## src/rtl/ctrl_modo_vel_if.sv

```systemverilog
// Control/status bundle between the mode/speed controller and its surroundings.
// Master drives the switch and button; slave (the controller) drives everything else.
interface ctrl_modo_vel_if;
    logic       on_liga;
    logic       bot;
    logic       press_pulse;
    logic       long_pulse;
    logic [1:0] mode;
    logic       tick;
    logic [2:0] count;
    logic       disp_sel;
    logic       blank;

    modport master (
        output on_liga, bot,
        input  press_pulse, long_pulse, mode, tick, count, disp_sel, blank
    );

    modport slave (
        input  on_liga, bot,
        output press_pulse, long_pulse, mode, tick, count, disp_sel, blank
    );
endinterface

```

## src/rtl/ctrl_modo_vel.sv

```systemverilog
// Mode/speed controller: debounced mode button, rate-selected count ticks, 3-bit wrap
// counter and display multiplex select. Define LONG_PRESS_EN to add long-press reset.
module ctrl_modo_vel #(
    parameter int DEB_LEN     = 8,
    parameter int PRE_W       = 24,
    parameter int TAP_SLOW    = 23,
    parameter int TAP_MED     = 22,
    parameter int TAP_FAST    = 21,
    parameter int SCAN_W      = 15,
    parameter int LONG_CYCLES = 1 << 24
) (
    input  logic                  clk,
    input  logic                  rst,
    ctrl_modo_vel_if.slave        bus_if
);

    localparam int DEB_W = $clog2(DEB_LEN + 1);

    typedef enum logic [1:0] {
        IDLE      = 2'd0,
        DEB_PRESS = 2'd1,
        PRESSED   = 2'd2,
        DEB_REL   = 2'd3
    } deb_state_e;

    logic              sync1_q, bot_s_q;
    deb_state_e        state_q, state_d;
    logic [DEB_W-1:0]  deb_cnt_q, deb_cnt_d;
    logic              press_q, press_d;
    logic              press_pulse;
    logic              long_pulse;
    logic [1:0]        mode_q;
    logic [PRE_W-1:0]  pre_q;
    logic              tap_match;
    logic              tick_q, tick_d;
    logic [2:0]        count_q;
    logic [SCAN_W-1:0] scan_q;
    logic              disp_sel_q;

    // NOTE: sequential state uses non-blocking assignments so every flop samples pre-edge values.
    always_ff @(posedge clk or posedge rst) begin
        if (rst) begin
            sync1_q   <= 1'b0;
            bot_s_q   <= 1'b0;
            state_q   <= IDLE;
            deb_cnt_q <= '0;
            press_q   <= 1'b0;
        end else begin
            sync1_q   <= bus_if.bot;
            bot_s_q   <= sync1_q;
            state_q   <= state_d;
            deb_cnt_q <= deb_cnt_d;
            press_q   <= press_d;
        end
    end

    // NOTE: every output of this block gets a default first, so no path infers a latch.
    always_comb begin
        state_d   = state_q;
        deb_cnt_d = deb_cnt_q;
        press_d   = 1'b0;
        if (!bus_if.on_liga) begin
            state_d   = IDLE;
            deb_cnt_d = '0;
        end else begin
            case (state_q)
                IDLE: if (bot_s_q) begin
                    state_d   = DEB_PRESS;
                    deb_cnt_d = DEB_W'(1);
                end
                DEB_PRESS: if (!bot_s_q) begin
                    state_d   = IDLE;
                    deb_cnt_d = '0;
                end else if (deb_cnt_q == DEB_W'(DEB_LEN - 1)) begin
                    state_d   = PRESSED;
                    deb_cnt_d = '0;
                    press_d   = 1'b1;
                end else begin
                    deb_cnt_d = deb_cnt_q + DEB_W'(1);
                end
                PRESSED: if (!bot_s_q) begin
                    state_d   = DEB_REL;
                    deb_cnt_d = DEB_W'(1);
                end
                DEB_REL: if (bot_s_q) begin
                    state_d   = PRESSED;
                    deb_cnt_d = '0;
                end else if (deb_cnt_q == DEB_W'(DEB_LEN - 1)) begin
                    state_d   = IDLE;
                    deb_cnt_d = '0;
                end else begin
                    deb_cnt_d = deb_cnt_q + DEB_W'(1);
                end
                default: state_d = IDLE;
            endcase
        end
    end

    // The pulse is killed the instant the run switch drops, not one cycle later.
    assign press_pulse = press_q & bus_if.on_liga;

`ifdef LONG_PRESS_EN
    localparam int HOLD_W = $clog2(LONG_CYCLES + 1);

    logic [HOLD_W-1:0] hold_q;
    logic              fired_q;
    logic              long_q;

    always_ff @(posedge clk or posedge rst) begin
        if (rst) begin
            hold_q  <= '0;
            fired_q <= 1'b0;
            long_q  <= 1'b0;
        end else begin
            long_q <= 1'b0;
            if (state_q == PRESSED || state_q == DEB_REL) begin
                if (!fired_q) begin
                    if (hold_q == HOLD_W'(LONG_CYCLES - 1)) begin
                        long_q  <= 1'b1;
                        fired_q <= 1'b1;
                    end else begin
                        hold_q <= hold_q + HOLD_W'(1);
                    end
                end
            end else begin
                hold_q  <= '0;
                fired_q <= 1'b0;
            end
        end
    end

    assign long_pulse = long_q;
`else
    assign long_pulse = 1'b0;
`endif

    always_comb begin
        tap_match = 1'b0;
        case (mode_q)
            2'd1:    tap_match = &pre_q[TAP_SLOW-1:0];
            2'd2:    tap_match = &pre_q[TAP_MED-1:0];
            2'd3:    tap_match = &pre_q[TAP_FAST-1:0];
            default: tap_match = 1'b0;
        endcase
    end

    // A mode change (or long-press reset) in the same cycle swallows the tick.
    assign tick_d = bus_if.on_liga & tap_match & ~press_pulse & ~long_pulse;

    always_ff @(posedge clk or posedge rst) begin
        if (rst) begin
            mode_q     <= 2'd0;
            pre_q      <= '0;
            tick_q     <= 1'b0;
            count_q    <= 3'd0;
            scan_q     <= '0;
            disp_sel_q <= 1'b0;
        end else begin
            tick_q <= tick_d;
            if (long_pulse) begin
                mode_q  <= 2'd0;
                count_q <= 3'd0;
            end else begin
                if (press_pulse) mode_q  <= mode_q + 2'd1;
                if (tick_q)      count_q <= count_q + 3'd1;
            end
            if (!bus_if.on_liga || press_pulse || long_pulse) pre_q <= '0;
            else                                              pre_q <= pre_q + PRE_W'(1);
            scan_q <= scan_q + SCAN_W'(1);
            if (&scan_q) disp_sel_q <= ~disp_sel_q;
        end
    end

    assign bus_if.press_pulse = press_pulse;
    assign bus_if.long_pulse  = long_pulse;
    assign bus_if.mode        = mode_q;
    assign bus_if.tick        = tick_q;
    assign bus_if.count       = count_q;
    assign bus_if.disp_sel    = disp_sel_q;
    assign bus_if.blank       = ~bus_if.on_liga;

endmodule

```

## src/flat_wrapper.sv

```systemverilog
// flat-port wrapper written by rule: the top's interface ports become plain ports
module ctrl_modo_vel_flat 
#(
    parameter int DEB_LEN     = 8,
    parameter int PRE_W       = 24,
    parameter int TAP_SLOW    = 23,
    parameter int TAP_MED     = 22,
    parameter int TAP_FAST    = 21,
    parameter int SCAN_W      = 15,
    parameter int LONG_CYCLES = 1 << 24
)
  (clk, rst, bus_if_on_liga, bus_if_bot, bus_if_press_pulse, bus_if_long_pulse, bus_if_mode, bus_if_tick, bus_if_count, bus_if_disp_sel, bus_if_blank);
  ctrl_modo_vel_if bus_if_i ();
  input  logic clk;
  input  logic rst;
  input wire logic [$bits(bus_if_i.on_liga)-1:0] bus_if_on_liga;
  input wire logic [$bits(bus_if_i.bot)-1:0] bus_if_bot;
  output wire logic [$bits(bus_if_i.press_pulse)-1:0] bus_if_press_pulse;
  output wire logic [$bits(bus_if_i.long_pulse)-1:0] bus_if_long_pulse;
  output wire logic [$bits(bus_if_i.mode)-1:0] bus_if_mode;
  output wire logic [$bits(bus_if_i.tick)-1:0] bus_if_tick;
  output wire logic [$bits(bus_if_i.count)-1:0] bus_if_count;
  output wire logic [$bits(bus_if_i.disp_sel)-1:0] bus_if_disp_sel;
  output wire logic [$bits(bus_if_i.blank)-1:0] bus_if_blank;
  assign bus_if_i.on_liga = bus_if_on_liga;
  assign bus_if_i.bot = bus_if_bot;
  assign bus_if_press_pulse = bus_if_i.press_pulse;
  assign bus_if_long_pulse = bus_if_i.long_pulse;
  assign bus_if_mode = bus_if_i.mode;
  assign bus_if_tick = bus_if_i.tick;
  assign bus_if_count = bus_if_i.count;
  assign bus_if_disp_sel = bus_if_i.disp_sel;
  assign bus_if_blank = bus_if_i.blank;
  ctrl_modo_vel #(.DEB_LEN(DEB_LEN), .PRE_W(PRE_W), .TAP_SLOW(TAP_SLOW), .TAP_MED(TAP_MED), .TAP_FAST(TAP_FAST), .SCAN_W(SCAN_W), .LONG_CYCLES(LONG_CYCLES)) u_core (.clk(clk), .rst(rst), .bus_if(bus_if_i));
endmodule
```

## config.mk

```make
export PLATFORM = sky130hd
export DESIGN_NAME = ctrl_modo_vel_flat
export DESIGN_NICKNAME = d
export VERILOG_FILES = /design/src/rtl/ctrl_modo_vel_if.sv /design/src/rtl/ctrl_modo_vel.sv /design/src/flat_wrapper.sv
export SDC_FILE = /design/constraint.sdc
export NUM_CORES = 1
export LEC_CHECK = 0
export BUFFER_PORTS_ARGS = -buffer_cell sky130_fd_sc_hd__buf_2
export CAP_MARGIN = 40
export CELL_PAD_IN_SITES_DETAIL_PLACEMENT = 1
export CELL_PAD_IN_SITES_GLOBAL_PLACEMENT = 1
export CORE_MARGIN = 2
export CORE_UTILIZATION = 32
export DETAILED_ROUTE_END_ITERATION = 16
export PLACE_DENSITY = 0.56
export SYNTH_ARGS = -nofsm -noshare
export SYNTH_HDL_FRONTEND = slang
export SYNTH_SLANG_ARGS = --single-unit
```

## constraint.sdc

```tcl
create_clock -name clk -period 3.4 [get_ports clk]
set_input_delay 0.17 -clock clk [delete_from_list [all_inputs] [get_ports clk]]
set_output_delay 0.17 -clock clk [all_outputs]
set_load 0.01 [all_outputs]
```

Yosys cells after proc, flatten, opt, wreduce, memory -nomap -nowiden
Index checks and enable logic that the tools add are counted.
W data, S select, Z words.
- bits in registers: 55
- equal/unequal tests: 11
- $add $sub $neg: 5
- bitwise gates (word level): 6
- reductions and logical operators: 9
- multiplexer cells: 21
- operators with widths (cell ; count):
    $add A24 B1 Y24 const B ; 1
    $mux W24 ; 1
    $mux W4 ; 6
    $reduce_and A23 Y1 ; 1
    $reduce_and A22 Y1 ; 1
    $reduce_and A21 Y1 ; 1
    $pmux W4 S4 ; 1
    $add A15 B1 Y15 const B ; 1
    $reduce_and A15 Y1 ; 1
    $mux W2 ; 7
    $eq A2 B2 Y1 const B ; 4
    $pmux W2 S4 ; 1
    $add A4 B1 Y4 const B ; 1
    $eq A2 B1 Y1 const B ; 2
    $eq A4 B3 Y1 const B ; 1
    $mux W1 ; 4
    $ne A4 B2 Y1 const B ; 1
    $ne A4 B4 Y1 const B ; 1
    $reduce_and A4 Y1 ; 1
    $add A3 B1 Y3 const B ; 1
    $and A1 B1 Y1 ; 3
    $ne A3 B2 Y1 const B ; 1
    $ne A3 B3 Y1 const B ; 1
    $not A1 Y1 ; 3
    other kinds (6) ; 6

Longest topological paths before layout
Gate-level depths: netlist of run 1.
- depth in word-level cells: 5
- gate-level depth with buffers: 5

Least setup slack after synthesis of run 1
No wires, ideal clock.
- kind: reg2reg
- from: register u_core.pre_q[0]
- to: register u_core.pre_q[20]
- arrival time: 1.762 ns
- buffers on the path: 0
- path slack: 1.561 ns
- data required time: 3.324 ns
- stages on the path, launching flop included: 6
- clock period less this slack: 1.839 ns
- cells stage by stage: dfrtp_1 > ha_1 > nand3_2 > or4_4 > or4_1 > o21ai_1
- cells in the longest elaborated chain, start to end: 2
- RTL lines (what ; line ; source):
    from (decl) ; ctrl_modo_vel.sv:33 ; logic [PRE_W-1:0] pre_q;
    from (signal assigned) ; ctrl_modo_vel.sv:168 ; else pre_q <= pre_q + PRE_W'(1);
    $add A24 B1 Y24 ; ctrl_modo_vel.sv:168 ;
    $mux W24 ; ctrl_modo_vel.sv:167 ; if (!bus_if.on_liga || press_pulse || long_pulse) pre_q <= '0;
No other way between the ends.
A chain may end at the register's enable or synchronous reset.

Worst setup path in the final report of run 1
- from: register u_core.pre_q[4]
- to: register u_core.pre_q[20]
The elaborated chain is that of the path after synthesis.

==> impl_metrics.csv, run 1 <==
group,metric,value,unit
outcome,outcome,"complete, but fails checks",
outcome,violations,"hold timing",
synth,synth_edf_count,0,
critical_path,startpoint,"u_core.pre_q[4]",
timing,max-slew-margin-rel,51.0,%
clocking,clockBufferDepth,2,
synth,synth_mux_area_share,0.448,%
detailed_routing,first_pass_iters,4,
final_layout,diodes,0,
placement,place.detailed.hpwl,3230,um
clocking,cts_root_buf,"clkbuf_8",
clocking,cts_buffers,5,
detailed_routing,antenna_left,0,
synth,synth_top_area_share,53.7,%
pwr,power_density,375,mW/mm2
timing,rsz0062_at_grt,"no",
global_route,grt_pass1_vias,1816,
synth,synth_nets,248,
global_route,grtUsageTotal,12.0,%
timing,setup_viol,0,
critical_path,r2r_slack,1.34,ns
detailed_routing,wl_per_cell,13.1,um
synth,synthSimpleGateAreaFrac,21.7,%
critical_path,cp_max_fo,11,
die,fp.dieW,92.7,um
clocking,cts_htree_levels,2,
timing,hold_slack,-0.0215,ns
timing,layout_min_cycle_time,2.06,ns
timing,max_freq,0.486,GHz
detailed_routing,detail_route.vias_per_cell,4.87,
critical_path,cp-endpoint,"u_core.pre_q[20]",
critical_path,cp-start-kind,"flop",
synth,postSynthCellCount,236,
synth,synth_top_family_by_area,"simple AND/OR/NAND/NOR gates",
hold_path,hp-class,"in2async",
critical_path,cp-end-kind,"flop",
clocking,cts_setup_buffers,0,
critical_path,reg2reg_from,"u_core.pre_q[4]",
timing,hold_viol_final,34,
die,placementRows,32,
synth,synth_area,0.00252,mm2
global_route,grt_first_pass_wirelength,8250,um
clocking,cts_tree,"done",
synth,seq_area_frac_synth,53.7,%
synth,synth_xor_area_share,10.4,%
critical_path,reg2reg_depth,4,
synth,synth_area_leader_cell,"dfrtp_1",
clocking,insertion_delay,0.30,ns
synth,synthAdderAreaFrac,3.98,%
synth,avgSynthCellArea,10.7,um2
detailed_routing,routed_wl,4680,um
global_route,antenna_found_initial,0,
die,ioPinCount,14,
clocking,post_cts_resized,0,
synth,synthArstFlopShare,100,%
clocking,cts.clk_slew.worst_paths,0.10,ns
synth,synthFlopType,"dfrtp_1",
critical_path,r2r-end,"u_core.pre_q[20]",
placement,place_congestion,0.738,
die,initial_core_util,32.7,%
die,die_area,0.00859,mm2
synth,yosysWarningCount,0,
clocking,hold_buffers,1,
synth,ys_ff_latch,54,
critical_path,critical_path_class,"reg2reg",
global_route,grt_max_degree,36,
final_layout,fin_nets,266,
die,core_area,0.00769,mm2
clocking,cts.sinks,54,
timing,post-route-period-util,60.6,%
run,maxCapViolCount,0,
timing,fin_worst_skew,0.00528,ns
synth,synth_common_cells,"dfrtp_1 (54), nor2_1 (26), nand2_1 (22), xnor2_1 (22), nand3_1 (12)",
final_layout,drive_gt1_share,12.9,%
detailed_routing,drc,0,
detailed_routing,vias,1740,
global_route,grt-ovfl-total,0,
timing,max_slew.worst_pin.slew,0.734,ns
timing,finalSetupTns,0,ns
synth,yosysMostFrequentCell,"dfrtp_1",
timing,slew_viol_final,0,
synth,synth_cell_types,43,
critical_path,worstPathArrival,2.29,ns
synth,synthTopCellsByArea,"dfrtp_1 (54%), xnor2_1 (7.7%), ha_1 (4.0%)",
placement,portBuffers,12,
pwr,peakVddDrop,0.000201,V
detailed_routing,drt_iter0_drc,80,
die,dieHeight,92.7,um
final_layout,synthToLayoutAreaGrowth,11.1,%
critical_path,worstPathRequired,3.63,ns
pwr,p_leak,1.30,nW
synth,synth_compound_area_share,7.26,%
[layout by cell type, fill, tap and decap left out, types with 2 or more instances in the layout]
master / count
dfrtp_1: 54
nor2_1: 26
nand2_1: 22
xnor2_1: 22
nand3_1: 12
buf_2: 12
a21oi_1: 11
inv_1: 9
xor2_1: 8
ha_1: 8
and3_1: 7
nand4_1: 7
a31o_2: 5
clkbuf_8: 5
o21ai_0: 4
nor3_1: 4
or4_1: 2
and4_1: 2
or3_1: 2
nand2b_1: 2
nor4_1: 2
o41ai_1: 2
buf_4: 2
[critical path, cell delays in order (launching register included)]
cell and delay (ns):
dfrtp_1 0.41, nand3_1 0.37, or4_4 0.66, or4_1 0.47, o21ai_1 0.08
[routing by layer]
layer | wire length [um] | vias to the layer above | track usage, %
met5 | 0 | - | 0
met4 | 53 | 0 | 3.68
met3 | 91 | 4 | 2.69
met2 | 2240 | 9 | 20.3
met1 | 2290 | 878 | 15.3
li1 | - | 849 | -
[final cells by class]
type / count / area, um2
sequential: 54 / 1350
fill: 905 / 4890
tap: 102 / 128
timing repair buffer: 15 / 85.1
clock inverter: 2 / 13.8
inverter: 10 / 37.5
multi-input combinational: 168 / 1110
clock buffer: 6 / 72.6
[metrics by stage]
step | total power [mW] | setup slack, ns | area (um2) | utilization [%] | cells
final | 1.05 | 1.34 | 2800 | 36.4 | 357
after global routing | 1.10 | 1.15 | 2800 | 36.4 | 357
after CTS | 1.08 | 1.32 | 2800 | 36.4 | 357
after detailed placement | 0.706 | 1.35 | 2700 | 35.1 | 348
after global placement | 0.706 | 1.41 | 2700 | 35.1 | 348
after floorplan | 0.692 | 1.56 | 2520 | - | 236
[flip-flops by register name, indices dropped and copies added (netlist names)]
register,flops
u_core.bus_if.tick,1
u_core.bot_s_q,1
u_core.press_q,1
u_core.bus_if.count,3
u_core.bus_if.mode,2
u_core.deb_cnt_q,4
u_core.bus_if.disp_sel,1
u_core.state_q,2
u_core.pre_q,23
u_core.scan_q,15
u_core.sync1_q,1
[worst min-delay path by stage]
stage,from,endpoint,depth (start not counted)
global placement,bus_if_bot,u_core.sync1_q,1
finish,rst,u_core.bot_s_q,2
CTS,rst,u_core.state_q[0],2
detailed placement,bus_if_bot,u_core.sync1_q,1
floorplan,bus_if_bot,u_core.sync1_q,0
global route,rst,u_core.state_q[0],2
[logic make-up (layout without fill, tap and decap cells)]
| logic type | Yosys count | after routing |
|---|---|---|
| and+or+nand+nor | 100 | 100 |
| DFF | 54 | 54 |
| xor gates and xnor gates | 30 | 30 |
| AOI/OAI and AO/OA | 28 | 28 |
| buffers and inverters | 14 | 33 |
| adders and majority gates | 8 | 8 |
| other | 1 | 1 |
| muxes | 1 | 1 |
[where the power goes]
group | leakage (nW) | switching, mW | internal (mW) | total (mW)
logic | 0.531 | 0.0281 | 0.0107 | 0.0388
registers | 0.725 | 0.00587 | 0.648 | 0.653
clock network | 0.0452 | 0.209 | 0.146 | 0.355
total | 1.30 | 0.243 | 0.804 | 1.05
(Power assumes the default switching activity.)
==> run 2, diff against run 1 <==
- ABC_AREA: default -> 1
- PLACE_DENSITY: 0.56 -> 0.6
- clock period: 3.4 -> 1.8 ns (I/O delays scaled with it)
==> run 2 against run 1 <==
Global-route usage grew 2.1 points. Cell count grew 23%. Utilization grew 0.96 points. The flow now finishes without violations.
==> impl_metrics.csv, run 2 <==
group,metric,value,unit
final_layout,final_core_util,37.3,%
detailed_routing,first_pass_iters,4,
clocking,cts_buffers,5,
detailed_routing,drt_iter0_drc,54,
timing,finalSetupTns,0,ns
synth,synth_common_cells,"nand2_1 (55), dfrtp_1 (54), inv_1 (45)",
synth,synthFlopType,"dfrtp_1",
synth,synth_nets,324,
final_layout,biggestRegsByFlops,"u_core.pre_q (23), u_core.scan_q (15), u_core.deb_cnt_q (4)",
critical_path,cp_max_fo,8,
timing,max_freq,0.632,GHz
pwr,p_int,1.68,mW
synth,synth_cell_types,35,
final_layout,fin_nets,345,
timing,setup_viol,0,
critical_path,worstPathArrival,1.81,ns
critical_path,reg2reg_from,"u_core.pre_q[0]",
synth,synthTopCellsByArea,"dfrtp_1 (49%), nand2_1 (7.5%), inv_1 (6.2%)",
timing,max-slew-margin-rel,67.1,%
hold_path,hp-class,"in2reg",
global_route,grtUsageTotal,14.1,%
critical_path,cp_top_family,"simple AND/OR/NAND/NOR gates",
synth,seq_area_frac_synth,49.3,%
pwr,power_density,712,mW/mm2
synth,synth_edf_count,0,
timing,fin_worst_skew,0.00841,ns
global_route,grt_max_degree,55,
pwr,p_leak,1.55,nW
critical_path,critPathSlowestCell,"dfrtp_1",
timing,slew_viol_final,0,
synth,yosysWarningCount,0,
final_layout,most-common-layout-cells,"nand2_1 (55), dfrtp_1 (54), inv_1 (44), nor2_1 (37)",
synth,ys_ff_latch,54,
die,ioPinCount,14,
placement,place_congestion,0.745,
clocking,insertion_delay,0.32,ns
die,dieHeight,96.6,um
timing,hold_slack,0.0952,ns
placement,portBuffers,12,
synth,postSynthCellCount,312,
critical_path,crit_buf_inv,0,
global_route,antenna_found_initial,0,
synth,synth_area,0.00274,mm2
detailed_routing,wl_per_cell,13.2,um
timing,max_slew.worst_pin.slew,0.490,ns
critical_path,cp_cell_sequence,"ha_1 -> nand2_2 -> nor2_8 -> nand3_4 -> nor2_8 -> nand4_1 -> a21oi_1",
clocking,post_cts_resized,0,
clocking,cts_root_buf,"clkbuf_8",
critical_path,cp-end-kind,"flop",
final_layout,mostFrequentLayoutCell,"nand2_1",
critical_path,startpoint,"u_core.pre_q[0]",
die,die_area,0.00932,mm2
synth,synth_area_leader_cell,"dfrtp_1",
outcome,outcome,"completed",
detailed_routing,routed_wl,5780,um
critical_path,critical_path_class,"reg2reg",
pwr,seq_power_share,56.9,%
timing,hold_viol_final,0,
detailed_routing,vias,2043,
placement,place.detailed.hpwl,4340,um
clocking,cts.sinks,54,
critical_path,crit_path_frequent_cell,"nor2_8",
detailed_routing,drc,0,
die,core_area,0.00826,mm2
pwr,peakVddDrop,0.000363,V
synth,synthArstFlopShare,100,%
critical_path,slowest_delay,0.44,ns
die,placementRows,33,
pwr,p_sw_share,23.4,%
pwr,clkPwrFrac,38.1,%
detailed_routing,detail_route.vias_per_cell,4.65,
synth,yosysMostFrequentCell,"nand2_1",
die,initial_core_util,33.2,%
synth,synth_top_area_share,49.3,%
hold_path,min_from,"bus_if_on_liga",
detailed_routing,antenna_left,0,
pwr,switchingPower,513,uW
critical_path,worstPathRequired,2.03,ns
clocking,cts.clk_slew.worst_paths,0.10,ns
pwr,p_comb_share,5.0,%
global_route,grt_pass1_vias,2160,
timing,layout_min_cycle_time,1.58,ns
clocking,cts_setup_buffers,0,
final_layout,drive_gt1_share,13.8,%
die,fp.dieW,96.6,um
critical_path,r2r_slack,0.22,ns
timing,post-route-period-util,87.9,%
final_layout,diodes,0,
final_layout,regMostFlops,"u_core.pre_q",
critical_path,cp-start-kind,"flop",
run,maxCapViolCount,0,
clocking,cts_htree_levels,2,
final_layout,instances_no_fill,439,
clocking,clockBufferDepth,2,
timing,rsz0062_at_grt,"no",
global_route,grt_first_pass_wirelength,10100,um
placement,placedCellCount,429,
synth,avgSynthCellArea,8.79,um2
final_layout,largest_reg_flops,23,
final_layout,synthToLayoutAreaGrowth,12.4,%
clocking,hold_buffers,2,
global_route,grt-ovfl-total,0,
clocking,cts_tree,"done",
## run 2: cell types whose count changed in the layout (fill, tap and decap cells not counted), sizes merged, moves of 3 or more
| cell | before | now |
|---|---|---|
| and3 | 7 | 0 |
| a31o | 5 | 0 |
| nor2 | 26 | 45 |
| xor2 | 8 | 19 |
| or4 | 3 | 0 |
| nand3 | 13 | 22 |
| nand2 | 22 | 62 |
| o21ai | 5 | 11 |
| xnor2 | 22 | 2 |
| inv | 10 | 46 |
| nor3 | 4 | 10 |
## run 2: worst paths after layout
check,to,depth (start not counted)
max,u_core.bus_if.tick,7
min,u_core.bus_if.mode[0],3
max reg2reg,u_core.bus_if.tick,7
min reg2reg,u_core.bot_s_q,0
max in group asynchronous,u_core.pre_q[18],4
min in group asynchronous,u_core.pre_q[1],4
## run 2: power groups by stage
stage,logic [mW],registers [mW],clock network [mW]
after detailed placement,0.112,1.27,0
after global routing,0.130,1.25,0.922
final,0.111,1.25,0.835
after floorplan,0.0746,1.27,0
after global placement,0.110,1.27,0
after CTS,0.115,1.25,0.873
## run 2: through the flow
step	cell area, um2	power (mW)	setup slack [ns]
CTS	3080	2.24	0.198
global route	3080	2.30	0.00775
global placement	2950	1.38	0.276
floorplan	2740	1.34	0.380
finish	3080	2.19	0.217
detailed placement	2950	1.38	0.224
## run 2: layout make-up
type	instances	area, um2
sequential	54	1350
fill	982	5180
timing repair buffer	17	115
tap	105	131
clock buffer	6	72.6
inverter	46	173
clock inverter	2	37.5
multi-input combinational	209	1200
## run 2: metal layers
metal	track usage [%]	wire, um
met5	0	0
met4	3.17	57
met3	3.72	148
met2	23.3	2790
met1	18.7	2790
## run 2: kinds of logic after synthesis
family / after synthesis / share of synthesized area [%]
compound gates: 26 / 5.20
xor+xnor: 21 / 6.71
fa+ha+maj: 8 / 3.65
buf+inv: 49 / 6.89
flops: 54 / 49.3
mux: 1 / 0.411
other cells: 1 / 0.137
simple gates: 152 / 27.7
## run 2: worst reg2reg max path, stage by stage (launching register included)
cell     delay, ns
dfrtp_1       0.44
ha_1          0.23
nand2_2       0.12
nor2_8        0.15
nand3_4       0.10
nor2_8        0.16
nand4_1       0.11
a21oi_1       0.20
==> run 3, diff against run 2 <==
- ABC_AREA: 1 -> 0
- PLACE_DENSITY: 0.6 -> 0.58
==> run 3 against run 2 <==
Sequential power barely moved. Combinational power fell by 23%. First-iteration DRC count fell by 41%. Global-route usage fell by 1.9 points. Count of clock-buffer cells in the layout did not move. Fmax fell by 8.8%. Flip-flop and latch count did not move. Largest cell class unchanged.
==> impl_metrics.csv, run 3 (same netlist as run 1, synthesis figures left out) <==
group,metric,value,unit
die,die_area,0.00859,mm2
final_layout,fin_nets,280,
timing,post-route-period-util,96.4,%
pwr,finalPower,2.00,mW
die,ioPinCount,14,
clocking,cts.sinks,54,
clocking,cts_buffers,5,
final_layout,fillers,892,
clocking,cts.clk_slew.worst_paths,0.10,ns
die,dieHeight,92.7,um
final_layout,most-common-layout-cells,"dfrtp_1 (52), nor2_1 (26), nand2_1 (22), xnor2_1 (22), buf_4 (14)",
placement,dp_slack,0.0178,ns
placement,place.detailed.hpwl,3280,um
critical_path,worstPathArrival,1.98,ns
pwr,power_density,678,mW/mm2
critical_path,cp-start-kind,"flop",
timing,setup_viol,0,
hold_path,hp-class,"in2reg",
timing,hold_slack,0.0681,ns
detailed_routing,vias,1768,
final_layout,synthToLayoutAreaGrowth,17.1,%
clocking,clockBufferDepth,2,
detailed_routing,antenna_left,0,
outcome,outcome,"completed",
placement,place_congestion,0.738,
global_route,grt-ovfl-total,0,
global_route,gr-usage-met3,2.28,%
timing,layout_min_cycle_time,1.74,ns
timing,slew_viol_final,0,
die,fp.dieW,92.7,um
detailed_routing,first_pass_iters,4,
detailed_routing,wl_per_cell,13.2,um
timing,finalSetupTns,0,ns
clocking,cts_htree_levels,2,
critical_path,worstPathRequired,2.04,ns
critical_path,cp_max_fo,4,
die,core_area,0.00769,mm2
critical_path,cp-end-kind,"flop",
pwr,p_leak,1.37,nW
detailed_routing,drc,0,
final_layout,multiInputGateArea,0.00113,mm2
detailed_routing,routed_wl,4880,um
clocking,cts_tree,"done",
global_route,antenna_found_initial,0,
final_layout,instances_no_fill,371,
global_route,grt_first_pass_wirelength,8290,um
global_route,globalRouteMet2Util,19.4,%
die,placementRows,32,
global_route,grtUsageMet1,16.7,%
clocking,insertion_delay,0.31,ns
global_route,grt_pass1_vias,1750,
final_layout,regArea,0.00135,mm2
global_route,grt_busiest_layer,"met2",
placement,portBuffers,12,
final_layout,diodes,0,
detailed_routing,drt_iter0_drc,32,
global_route,grtUsageTotal,12.2,%
final_layout,biggestRegsByFlops,"u_core.pre_q (23), u_core.scan_q (15), u_core.deb_cnt_q (4)",
final_layout,drive_gt1_share,19.3,%
timing,hold_viol_final,0,
final_layout,largest_reg_flops,23,
timing,fin_worst_skew,0.00977,ns
global_route,grt_max_degree,55,
timing,max_freq,0.576,GHz
placement,placedCellCount,359,
detailed_routing,detail_route.vias_per_cell,4.77,
clocking,cts_root_buf,"clkbuf_8",
timing,fin_ws,0.0649,ns
run,maxCapViolCount,0,
die,initial_core_util,32.7,%
critical_path,critical_path_class,"reg2reg",
final_layout,mostFrequentLayoutCell,"dfrtp_1",
final_layout,regMostFlops,"u_core.pre_q",
pwr,peakVddDrop,0.000415,V
==> run 3: cell count changes in the layout (fill, tap and decap cells not counted), moves of 5 or more <==
cell | before | now
inv_1 | 44 | 9
nand2_1 | 55 | 22
xnor2_1 | 2 | 22
buf_4 | 2 | 14
nor2_1 | 37 | 26
xor2_1 | 19 | 8
and3_1 | 0 | 7
nand3_1 | 19 | 12
o21ai_0 | 11 | 4
nand2_2 | 6 | 0
a31o_2 | 0 | 5
==> run 3: power by group <==
| group | internal [mW] | switching [mW] |
|---|---|---|
| Combinational | 0.0300 | 0.0559 |
| Sequential | 1.22 | 0.0126 |
| Clock | 0.276 | 0.399 |
==> run 3: final timing paths <==
path | slack [ns] | cells past startpoint | to | from
setup / recovery | 0.06 | 4 | u_core.pre_q[22] | u_core.pre_q[9]
hold / removal | 0.07 | 3 | u_core.press_q | bus_if_on_liga
setup reg to reg | 0.06 | 4 | u_core.pre_q[22] | u_core.pre_q[9]
hold reg to reg | 0.36 | 0 | u_core.bot_s_q | u_core.sync1_q
max in group asynchronous | 1.17 | 4 | u_core.pre_q[8] | rst
min in group asynchronous | 0.36 | 4 | u_core.sync1_q | rst
==> run 3: metal layers <==
metal / routed length [um] / up-vias
met5: 0 / -
met4: 71 / 0
met3: 109 / 6
met2: 2360 / 14
met1: 2340 / 872
li1: - / 876
==> run 3: critical path: stages (launching register included) <==
cell,delay [ns]
dfrtp_1,0.44
nand4_4,0.15
or4_4,0.56
or3_4,0.38
a21oi_2,0.14
==> run 3: through the flow <==
| stage | util (%) | cell area, um2 |
|---|---|---|
| global placement | 36.4 | 2800 |
| finish | 38.3 | 2950 |
| detailed placement | 36.4 | 2800 |
| floorplan | - | 2520 |
| global route | 38.3 | 2950 |
| CTS | 37.8 | 2900 |
==> run 3: timing repair <==
item	4_1_cts	5_1_grt
setup buffers	0	2
hold endpoints to repair	55	0
endpoints found under the setup margin	0	4
gates resized for setup	0	6
hold buffers	2	0
==> run 3: final cells by class <==
| class | count | area share [%] |
|---|---|---|
| timing repair buffer | 29 | 6.97 |
| multi-input combinational | 168 | 38.5 |
| sequential | 54 | 46.0 |
| inverter | 10 | 1.27 |
| clock inverter | 2 | 0.467 |
| tap | 102 | 4.33 |
| clock buffer | 6 | 2.46 |
